**src/rtl/hevc_luma_hfir_stream.sv**
```systemverilog
// hevc_luma_hfir_stream: HEVC 8-tap luma horizontal interpolation over a row-streamed pixel input.
// Latency: the output for a window completed by an accept appears two edges after that accept.
// Backpressure: the whole pipeline (counters, taps, stages) freezes while out_valid && !out_ready.
module hevc_luma_hfir_stream #(
   parameter int BIT_DEPTH = 8,
   parameter int ROW_WIDTH = 8,
   parameter int ROWS      = 8,
   parameter bit RAW_OUT   = 1'b0,
   localparam int OUT_W    = RAW_OUT ? 16 : BIT_DEPTH
) (
   input  logic                 clk,
   input  logic                 reset,
   input  logic [BIT_DEPTH-1:0] in_pixel,
   input  logic [1:0]           in_frac,
   input  logic                 in_valid,
   output logic                 in_ready,
   output logic [OUT_W-1:0]     out_pixel,
   output logic                 out_valid,
   input  logic                 out_ready,
   output logic                 out_last,
   output logic                 out_last_blk
);

   localparam int ACC_W      = BIT_DEPTH + 8;
   localparam int IN_PER_ROW = ROW_WIDTH + 7;
   localparam int COL_W      = $clog2(IN_PER_ROW);
   localparam int ROW_W      = (ROWS > 1) ? $clog2(ROWS) : 1;
   localparam int MAX_PIX    = (1 << BIT_DEPTH) - 1;

   localparam logic [COL_W-1:0] LAST_COL      = COL_W'(IN_PER_ROW - 1);
   localparam logic [COL_W-1:0] FIRST_WIN_COL = COL_W'(7);
   localparam logic [ROW_W-1:0] LAST_ROW      = ROW_W'(ROWS - 1);

   // Tap weights t0..t7 for the selected fractional position (t0 is the oldest pixel).
   function automatic logic signed [7:0] tap_coef(input logic [1:0] frac, input int idx);
      logic signed [7:0] c [8];
      case (frac)
         2'd1:    c = '{-8'sd1, 8'sd4, -8'sd10, 8'sd58, 8'sd17, -8'sd5, 8'sd1, 8'sd0};
         2'd2:    c = '{-8'sd1, 8'sd4, -8'sd11, 8'sd40, 8'sd40, -8'sd11, 8'sd4, -8'sd1};
         2'd3:    c = '{8'sd0, 8'sd1, -8'sd5, 8'sd17, 8'sd58, -8'sd10, 8'sd4, -8'sd1};
         default: c = '{8'sd0, 8'sd0, 8'sd0, 8'sd64, 8'sd0, 8'sd0, 8'sd0, 8'sd0};
      endcase
      return c[idx[2:0]];
   endfunction

   logic                 adv;
   logic [COL_W-1:0]     col_q, col_d;
   logic [ROW_W-1:0]     row_q, row_d;
   logic [1:0]           frac_q, frac_d;
   logic [BIT_DEPTH-1:0] sr_q [8];
   logic [BIT_DEPTH-1:0] sr_d [8];
   logic                 w_vld_q, w_vld_d, w_last_q, w_last_d, w_lblk_q, w_lblk_d;

   logic signed [ACC_W-1:0] acc_q, acc_d, acc_sum;
   logic                    s1_vld_q, s1_vld_d, s1_last_q, s1_last_d, s1_lblk_q, s1_lblk_d;

   logic signed [ACC_W:0]   rnd_v, sh_v;
   logic signed [ACC_W-1:0] raw_v;
   logic [BIT_DEPTH-1:0]    clip_v;
   logic [OUT_W-1:0]        out_pix_q, out_pix_d;
   logic                    out_vld_q, out_vld_d, out_last_q, out_last_d, out_lblk_q, out_lblk_d;

   // Input side: handshake, row/column counters, frac capture and the tap shift register
   always_comb begin
      adv      = !out_vld_q || out_ready;
      col_d    = col_q;
      row_d    = row_q;
      frac_d   = frac_q;
      sr_d     = sr_q;
      w_vld_d  = w_vld_q;
      w_last_d = w_last_q;
      w_lblk_d = w_lblk_q;
      if (adv) begin
         // An idle cycle with adv high injects a bubble into the pipe.
         w_vld_d  = 1'b0;
         w_last_d = 1'b0;
         w_lblk_d = 1'b0;
         if (in_valid) begin
            for (int i = 0; i < 7; i++) begin
               sr_d[i] = sr_q[i+1];
            end
            sr_d[7] = in_pixel;
            if (col_q == '0) begin
               frac_d = in_frac;
            end
            if (col_q >= FIRST_WIN_COL) begin
               w_vld_d  = 1'b1;
               w_last_d = (col_q == LAST_COL);
               w_lblk_d = (col_q == LAST_COL) && (row_q == LAST_ROW);
            end
            if (col_q == LAST_COL) begin
               col_d = '0;
               row_d = (row_q == LAST_ROW) ? '0 : row_q + ROW_W'(1);
            end else begin
               col_d = col_q + COL_W'(1);
            end
         end
      end
   end

   // Datapath: MAC over the window into S1, then round/clip or raw scaling into the output stage
   always_comb begin
      acc_sum = '0;
      for (int i = 0; i < 8; i++) begin
         acc_sum = acc_sum + ACC_W'($signed({1'b0, sr_q[i]})) * ACC_W'(tap_coef(frac_q, i));
      end
      rnd_v  = (ACC_W+1)'(acc_q) + (ACC_W+1)'(32);
      sh_v   = rnd_v >>> 6;
      if (sh_v[ACC_W]) begin
         clip_v = '0;
      end else if (sh_v > (ACC_W+1)'(MAX_PIX)) begin
         clip_v = BIT_DEPTH'(MAX_PIX);
      end else begin
         clip_v = sh_v[BIT_DEPTH-1:0];
      end
      raw_v      = acc_q >>> (BIT_DEPTH - 8);
      acc_d      = acc_q;
      s1_vld_d   = s1_vld_q;
      s1_last_d  = s1_last_q;
      s1_lblk_d  = s1_lblk_q;
      out_pix_d  = out_pix_q;
      out_vld_d  = out_vld_q;
      out_last_d = out_last_q;
      out_lblk_d = out_lblk_q;
      if (adv) begin
         acc_d      = acc_sum;
         s1_vld_d   = w_vld_q;
         s1_last_d  = w_last_q;
         s1_lblk_d  = w_lblk_q;
         out_pix_d  = RAW_OUT ? OUT_W'(16'(raw_v)) : OUT_W'(clip_v);
         out_vld_d  = s1_vld_q;
         out_last_d = s1_last_q;
         out_lblk_d = s1_lblk_q;
      end
   end

   // State registers; reset discards any partial row and empties the pipe
   always_ff @(posedge clk or negedge reset) begin
      if (!reset) begin
         col_q      <= '0;
         row_q      <= '0;
         frac_q     <= '0;
         for (int i = 0; i < 8; i++) begin
            sr_q[i] <= '0;
         end
         w_vld_q    <= 1'b0;
         w_last_q   <= 1'b0;
         w_lblk_q   <= 1'b0;
         acc_q      <= '0;
         s1_vld_q   <= 1'b0;
         s1_last_q  <= 1'b0;
         s1_lblk_q  <= 1'b0;
         out_pix_q  <= '0;
         out_vld_q  <= 1'b0;
         out_last_q <= 1'b0;
         out_lblk_q <= 1'b0;
      end else begin
         col_q      <= col_d;
         row_q      <= row_d;
         frac_q     <= frac_d;
         for (int i = 0; i < 8; i++) begin
            sr_q[i] <= sr_d[i];
         end
         w_vld_q    <= w_vld_d;
         w_last_q   <= w_last_d;
         w_lblk_q   <= w_lblk_d;
         acc_q      <= acc_d;
         s1_vld_q   <= s1_vld_d;
         s1_last_q  <= s1_last_d;
         s1_lblk_q  <= s1_lblk_d;
         out_pix_q  <= out_pix_d;
         out_vld_q  <= out_vld_d;
         out_last_q <= out_last_d;
         out_lblk_q <= out_lblk_d;
      end
   end

   assign in_ready     = adv;
   assign out_pixel    = out_pix_q;
   assign out_valid    = out_vld_q;
   assign out_last     = out_last_q;
   assign out_last_blk = out_lblk_q;

endmodule
```
**config.mk**
```make
export PLATFORM = sky130hd
export DESIGN_NAME = hevc_luma_hfir_stream
export DESIGN_NICKNAME = d
export VERILOG_FILES = /design/src/rtl/hevc_luma_hfir_stream.sv
export SDC_FILE = /design/constraint.sdc
export NUM_CORES = 1
export LEC_CHECK = 0
export ABC_CLOCK_PERIOD_IN_PS = 19600
export CAP_MARGIN = 20
export CORE_MARGIN = 4
export CORE_UTILIZATION = 25
export CTS_CLUSTER_SIZE = 10
export DETAILED_ROUTE_END_ITERATION = 6
export HOLD_SLACK_MARGIN = 0.1
export PLACE_DENSITY_LB_ADDON = 0.08
export SKIP_LAST_GASP = 1
export SLEW_MARGIN = 20
export SYNTH_ARGS = -nofsm -noshare
export SYNTH_HDL_FRONTEND = slang
export SYNTH_SLANG_ARGS = --single-unit
```
**constraint.sdc**
```tcl
create_clock -name clk -period 19.6 [get_ports clk]
set_input_delay 3.92 -clock clk [delete_from_list [all_inputs] [get_ports clk]]
set_output_delay 3.92 -clock clk [all_outputs]
set_load 0.01 [all_outputs]
```
==> results.yml, run 1 <==
clocking:
  cts_tree: "done"
  cts_setup_buffers: 0
  insertion_delay_ps: 400
  cts.htree.levels: 3
  cts_sinks: 101
  path_clk_slew_ps: 80
  cts_buffer_depth: 2
  cts_resized: 0
  ctsHoldBuffers: 0
  cts_inserted_buffers: 9
  root_buffer: "clkbuf_16"
placed_design:
  hpwl_microns: 41600
  dpl_cell_area_sq_um: 18300
  portBuffers: 25
  place.gp.congestion: 0.787
timing:
  min_period_over_period_pct: 48.5
  rsz0062_at_grt: "false"
  min_period_ps: 9520
  finalSetupViolations: 0
  clock.fmax_mhz: 105
  worstMarginPinSlew_ps: 938
  tns_ps: 0
  slew_violations: 0
  maxSlewHeadroom_pct: 37.5
  fin_skew_ps: 10.9
  hold_viol_final: 0
detailed_routing:
  first_iter_violations: 442
  drtPass1Iterations: 5
  route.detailed.drc: 0
  vias: 10800
  via_per_inst: 4.07
  antenna_left: 0
  routed_wl_microns: 49800
  wl_per_cell_microns: 18.8
setup_path:
  worst_ep_required_time_ps: 15680
  slowest_stage: "clkdlybuf4s50_1"
  cp-startpoint: "out_ready"
  critPathMostFrequentCell: "clkdlybuf4s50_1"
  cp.arrival_ps: 5600
  crit_chain: "clkdlybuf4s50_1 -> nor2b_2 -> buf_4 -> inv_2 -> clkdlybuf4s50_1"
  r2r_start: "frac_q[1]$_DFFE_PN0P_"
  endpoint_kind: "output pin"
  crit_type: "in2out"
  crit_fanout: 26
  cp_slowest_stage_delay_ps: 610
  crit_path_start_kind: "primary input"
global_routing:
  antenna_found_initial: 1
  grt_pass1_vias: 12400
  grt_max_degree: 66
  grt_use_total_pct: 14.8
  overflow: 0
  grt_pass1_wl_microns: 78500
die:
  io_pins: 26
  dieArea_sq_um: 72400
  num_rows: 95
  dieHeight_microns: 269
  die_width_microns: 269
  coreArea_sq_um: 67400
  start_util_pct: 25.3
synth:
  async_flop_share_pct: 100
  ys.flop_type: "dfrtp_1"
  yosysSeqAreaShare_pct: 14.8
  synth.top_cell.area_share_pct: 38.9
  synth_nets: 2337
  yosysTopAreaCell: "fa_1"
  netlist_instances: 1771
  netlist_top_cells_area: "fa_1, ha_1, dfrtp_1"
  yosysMostFrequentCell: "inv_1"
  yosysWarnings: 0
  ys_ff_latch: 101
  synth_area_sq_um: 17000
  avgSynthCellArea_sq_um: 9.61
  synth_common_cells: "inv_1, fa_1, nand2_1"
  synth_cell_types: 43
  synth-edff-count: 0
run_status:
  status: "completed"
final_layout:
  nets: 2338
  antenna_cells: 0
  design_area_sq_um: 18600
  drive_gt1_share_pct: 2.93
  area_delta_synth_final_pct: 9.04
  nFillCells: 7164
job:
  timing.max_cap.violations: 0
hold_path:
  hp-class: "reg2reg"
  min_from: "out_last$_DFFE_PN0N_"
## registers in the layout (all words and copies together), names as in the netlist, 2 cells and up
register	cells
frac_q	2
out_pixel	8
acc_q	11
sr_q	64
row_q	3
col_q	4
## layout make-up
type | instances | area [sq um] | share of cell area (%)
inverters | 468 | 1760 | 9.46
multi-input cells | 1157 | 12600 | 67.7
well taps | 873 | 1090 | 5.88
clock inverters | 6 | 67.6 | 0.364
repair buffers | 35 | 323 | 1.74
flip-flops and latches | 101 | 2530 | 13.6
clock buffers | 10 | 229 | 1.23
## layout by cell type, fill, tap and decap left out, types with 2 or more instances in the layout
master,instances
o21ai_0,13
mux2_2,5
nor3_1,4
a22o_1,9
o21bai_1,3
dfrtp_1,100
clkdlybuf4s50_1,24
ha_1,220
nand2_1,279
nand3_1,8
inv_1,467
inv_6,2
clkbuf_16,9
nand4_1,3
and2_1,133
a21oi_2,3
clkinv_4,2
xnor2_1,24
nor2_1,40
fa_1,331
or2_2,4
buf_4,11
a31oi_1,3
clkinv_8,2
nand2b_1,18
a21oi_1,13
nor2b_1,10
xor2_1,9
a21o_1,5
## critical path: cells and delay by family
| kind | cells | cell delay [ps] |
|---|---|---|
| AND/OR/NAND/NOR | 1 | 40 |
| buffers and inverters | 4 | 1620 |
## kinds of logic after synthesis
| group | share of synthesized area (%) |
|---|---|
| adders and majority gates | 55.2 |
| buffers and inverters | 11.4 |
| muxes | 0.389 |
| xor gates and xnor gates | 1.83 |
| AOI/OAI and AO/OA | 2.26 |
| and+or+nand+nor | 14.1 |
| DFF | 14.8 |
## per-stage QoR
step / util (%) / std cells / hold WS, ps / setup slack (ps)
floorplan: - / 1771 / 430 / 11200
global placement: 27.1 / 2634 / 446 / 10060
detailed placement: 27.1 / 2634 / 456 / 10060
CTS: 27.5 / 2650 / 477 / 10050
global route: 27.5 / 2650 / 508 / 9550
finish: 27.5 / 2650 / 476 / 10090
## path summary, 6_finish.rpt
kind	slack [ps]	end	depth (start not counted)
setup / recovery	10090	in_ready	5
hold reg to reg	480	out_last$_DFFE_PN0N_	2
max in group asynchronous	14700	sr_q[9]$_DFFE_PN0P_	2
setup reg to reg	10140	acc_q[15]$_DFFE_PN0N_	30
hold / removal	480	out_last$_DFFE_PN0N_	2
min in group asynchronous	3530	sr_q[20]$_DFFE_PN0P_	1
## routing by layer
metal | share of wire (%) | up-vias | GRT usage, %
met5 | 0 | - | 0
met4 | 1.2 | 0 | 2.80
met3 | 1.7 | 19 | 1.49
met2 | 49 | 81 | 25.2
met1 | 48 | 5509 | 20.8
li1 | - | 5172 | -
Power of run 1 is not shown: default switching activity piles up to over one toggle a cycle in this logic, so the estimate is an artifact.
==> inputs of run 2 (changes only) <==
- ABC_CLOCK_PERIOD_IN_PS: 19600 -> 8500
- clock period: 19.6 -> 8.5 ns (I/O delays scaled with it)
==> results.yml, run 2 (synthesized netlist as in run 1, its figures left out) <==
run_status:
  status: "completed"
die:
  io_pins: 26
  num_rows: 95
  dieArea_sq_um: 72400
  dieHeight_microns: 269
  die_width_microns: 269
  start_util_pct: 25.3
  coreArea_sq_um: 67400
clocking:
  insertion_delay_ps: 410
  cts.htree.levels: 3
  ctsHoldBuffers: 0
  cts_buffer_depth: 2
  root_buffer: "clkbuf_16"
  path_clk_slew_ps: 90
  cts_tree: "done"
  cts_sinks: 101
  cts_inserted_buffers: 9
timing:
  worst_slack_ps: 341
  fin_skew_ps: 13.0
  hold_viol_final: 0
  finalSetupViolations: 0
  slew_violations: 0
  hold-worst-slack_ps: 472
  min_period_over_period_pct: 96.0
  min_period_ps: 8160
  worstMarginPinSlew_ps: 1000
  clock.fmax_mhz: 123
  maxSlewHeadroom_pct: 33.1
setup_path:
  critPathMostFrequentCell: "fa_1"
  crit_path_start_kind: "flip-flop"
  ff2ff_setup_slack_ps: 340
  worst_ep_required_time_ps: 8760
  path_buf_inv: 8
  worst_r2r_path_depth: 29
  cp_num_cells: 29
  endpoint_kind: "flip-flop"
  slowest_stage: "fa_1"
  crit_family: "adder cells"
  cp_slowest_stage_delay_ps: 540
  cp.arrival_ps: 8420
  crit_fanout: 10
  crit_type: "reg2reg"
global_routing:
  grt_use_total_pct: 15.3
  grt_pass1_wl_microns: 80700
  grt_pass1_vias: 12500
  overflow: 0
  grt_max_degree: 53
  antenna_found_initial: 0
final_layout:
  nets: 2383
  final_cell_mix: "inv_1, fa_1, nand2_1"
  antenna_cells: 0
  seq_area_sq_um: 2530
  nFillCells: 7119
  layout_commonest_cell: "inv_1"
  area_delta_synth_final_pct: 11.9
  largest_reg_flops: 64
  drive_gt1_share_pct: 6.26
  regMostFlops: "sr_q"
  multi_input_area_sq_um: 12600
detailed_routing:
  wl_met1_microns: 25300
  via_per_inst: 4.09
  vias: 11000
  wl_per_cell_microns: 19.3
  antenna_left: 0
  wl_met3_microns: 1150
  drtPass1Iterations: 4
  route.detailed.drc: 0
  routed_wl_microns: 52000
  highest_layer: "met4"
  route.met2.wl_microns: 25100
  first_iter_violations: 375
hold_path:
  hp-class: "reg2reg"
  holdPathStages: 2
placed_design:
  pre_cts_ws_ps: 187
  place.gp.congestion: 0.819
  hpwl_microns: 42900
  portBuffers: 25
job:
  timing.max_cap.violations: 0
run 2: cell types whose count changed in the layout (fill, tap and decap cells not counted), moves of 2 or more:
cell        before  now
buf_12           0    4
ha_4             0    4
buf_4           11   49
buf_6            0    2
fa_2             0    2
clkinvlp_4       0    2
fa_1           331  329
ha_1           220  216
inv_1          467  463
inv_2            1    5
nor2_1          40   38
run 2: layout make-up:
type,instances,share of cell area (%)
Multi-Input combinational cell,1157,66.4
Sequential cell,101,13.3
Inverter,468,9.22
Tap cell,873,5.73
Timing Repair Buffer,80,3.86
Clock buffer,10,1.20
Clock inverter,6,0.302
run 2: through the flow:
| stage | area (sq um) | util, % | instances | TNS (ps) |
|---|---|---|---|---|
| 5_1_grt | 19100 | 28.3 | 2695 | -41.8 |
| 4_1_cts | 18900 | 28.1 | 2692 | 0 |
| 3_3_place_gp | 18600 | 27.7 | 2676 | 0 |
| 6_report | 19100 | 28.3 | 2695 | 0 |
| 3_5_place_dp | 18600 | 27.7 | 2676 | 0 |
| 2_1_floorplan | 17000 | - | 1771 | 0 |
run 2: timing repair:
action	in CTS	in global routing
gates resized for setup	0	24
endpoints found under the setup margin	0	7
setup buffers	0	2
run 2: final timing paths:
| path | start | to |
|---|---|---|
| setup / recovery | frac_q[0]$_DFFE_PN0P_ | acc_q[15]$_DFFE_PN0N_ |
| hold reg to reg | s1_vld_q$_DFFE_PN0N_ | s1_vld_q$_DFFE_PN0N_ |
| max in group asynchronous | reset | acc_q[10]$_DFFE_PN0N_ |
| min in group asynchronous | reset | sr_q[11]$_DFFE_PN0P_ |
| setup reg to reg | frac_q[0]$_DFFE_PN0P_ | acc_q[15]$_DFFE_PN0N_ |
| hold / removal | s1_vld_q$_DFFE_PN0N_ | s1_vld_q$_DFFE_PN0N_ |
run 2: worst register-to-register path: cells and delay by family, from the launching register on:
family          cells  cell delay (ps)
xor+xnor            1              150
buf+inv             8              650
flops               1              460
compound gates      4              870
simple gates        4              550
fa+ha+maj          12             5330
run 2: metal layers:
| metal | up-vias | global-route usage (%) |
|---|---|---|
| met1 | 5679 | 21.9 |
| met2 | 79 | 25.6 |
| li1 | 5255 | - |
| met4 | 0 | 2.40 |
| met3 | 20 | 1.51 |
| met5 | - | 0 |
Power of run 2 is left out for the same reason.
==> inputs of run 3 (changes only) <==
--- a/constraint.sdc
+++ b/constraint.sdc
@@ -3,2 +3,2 @@
 set_output_delay 1.7 -clock clk [all_outputs]
-set_load 0.01 [all_outputs]
+set_load 0.02 [all_outputs]
==> results of run 3 <==
No change in the layout: final DEF, timing and power equal those of run 2.
Power of run 3 is left out for the same reason.
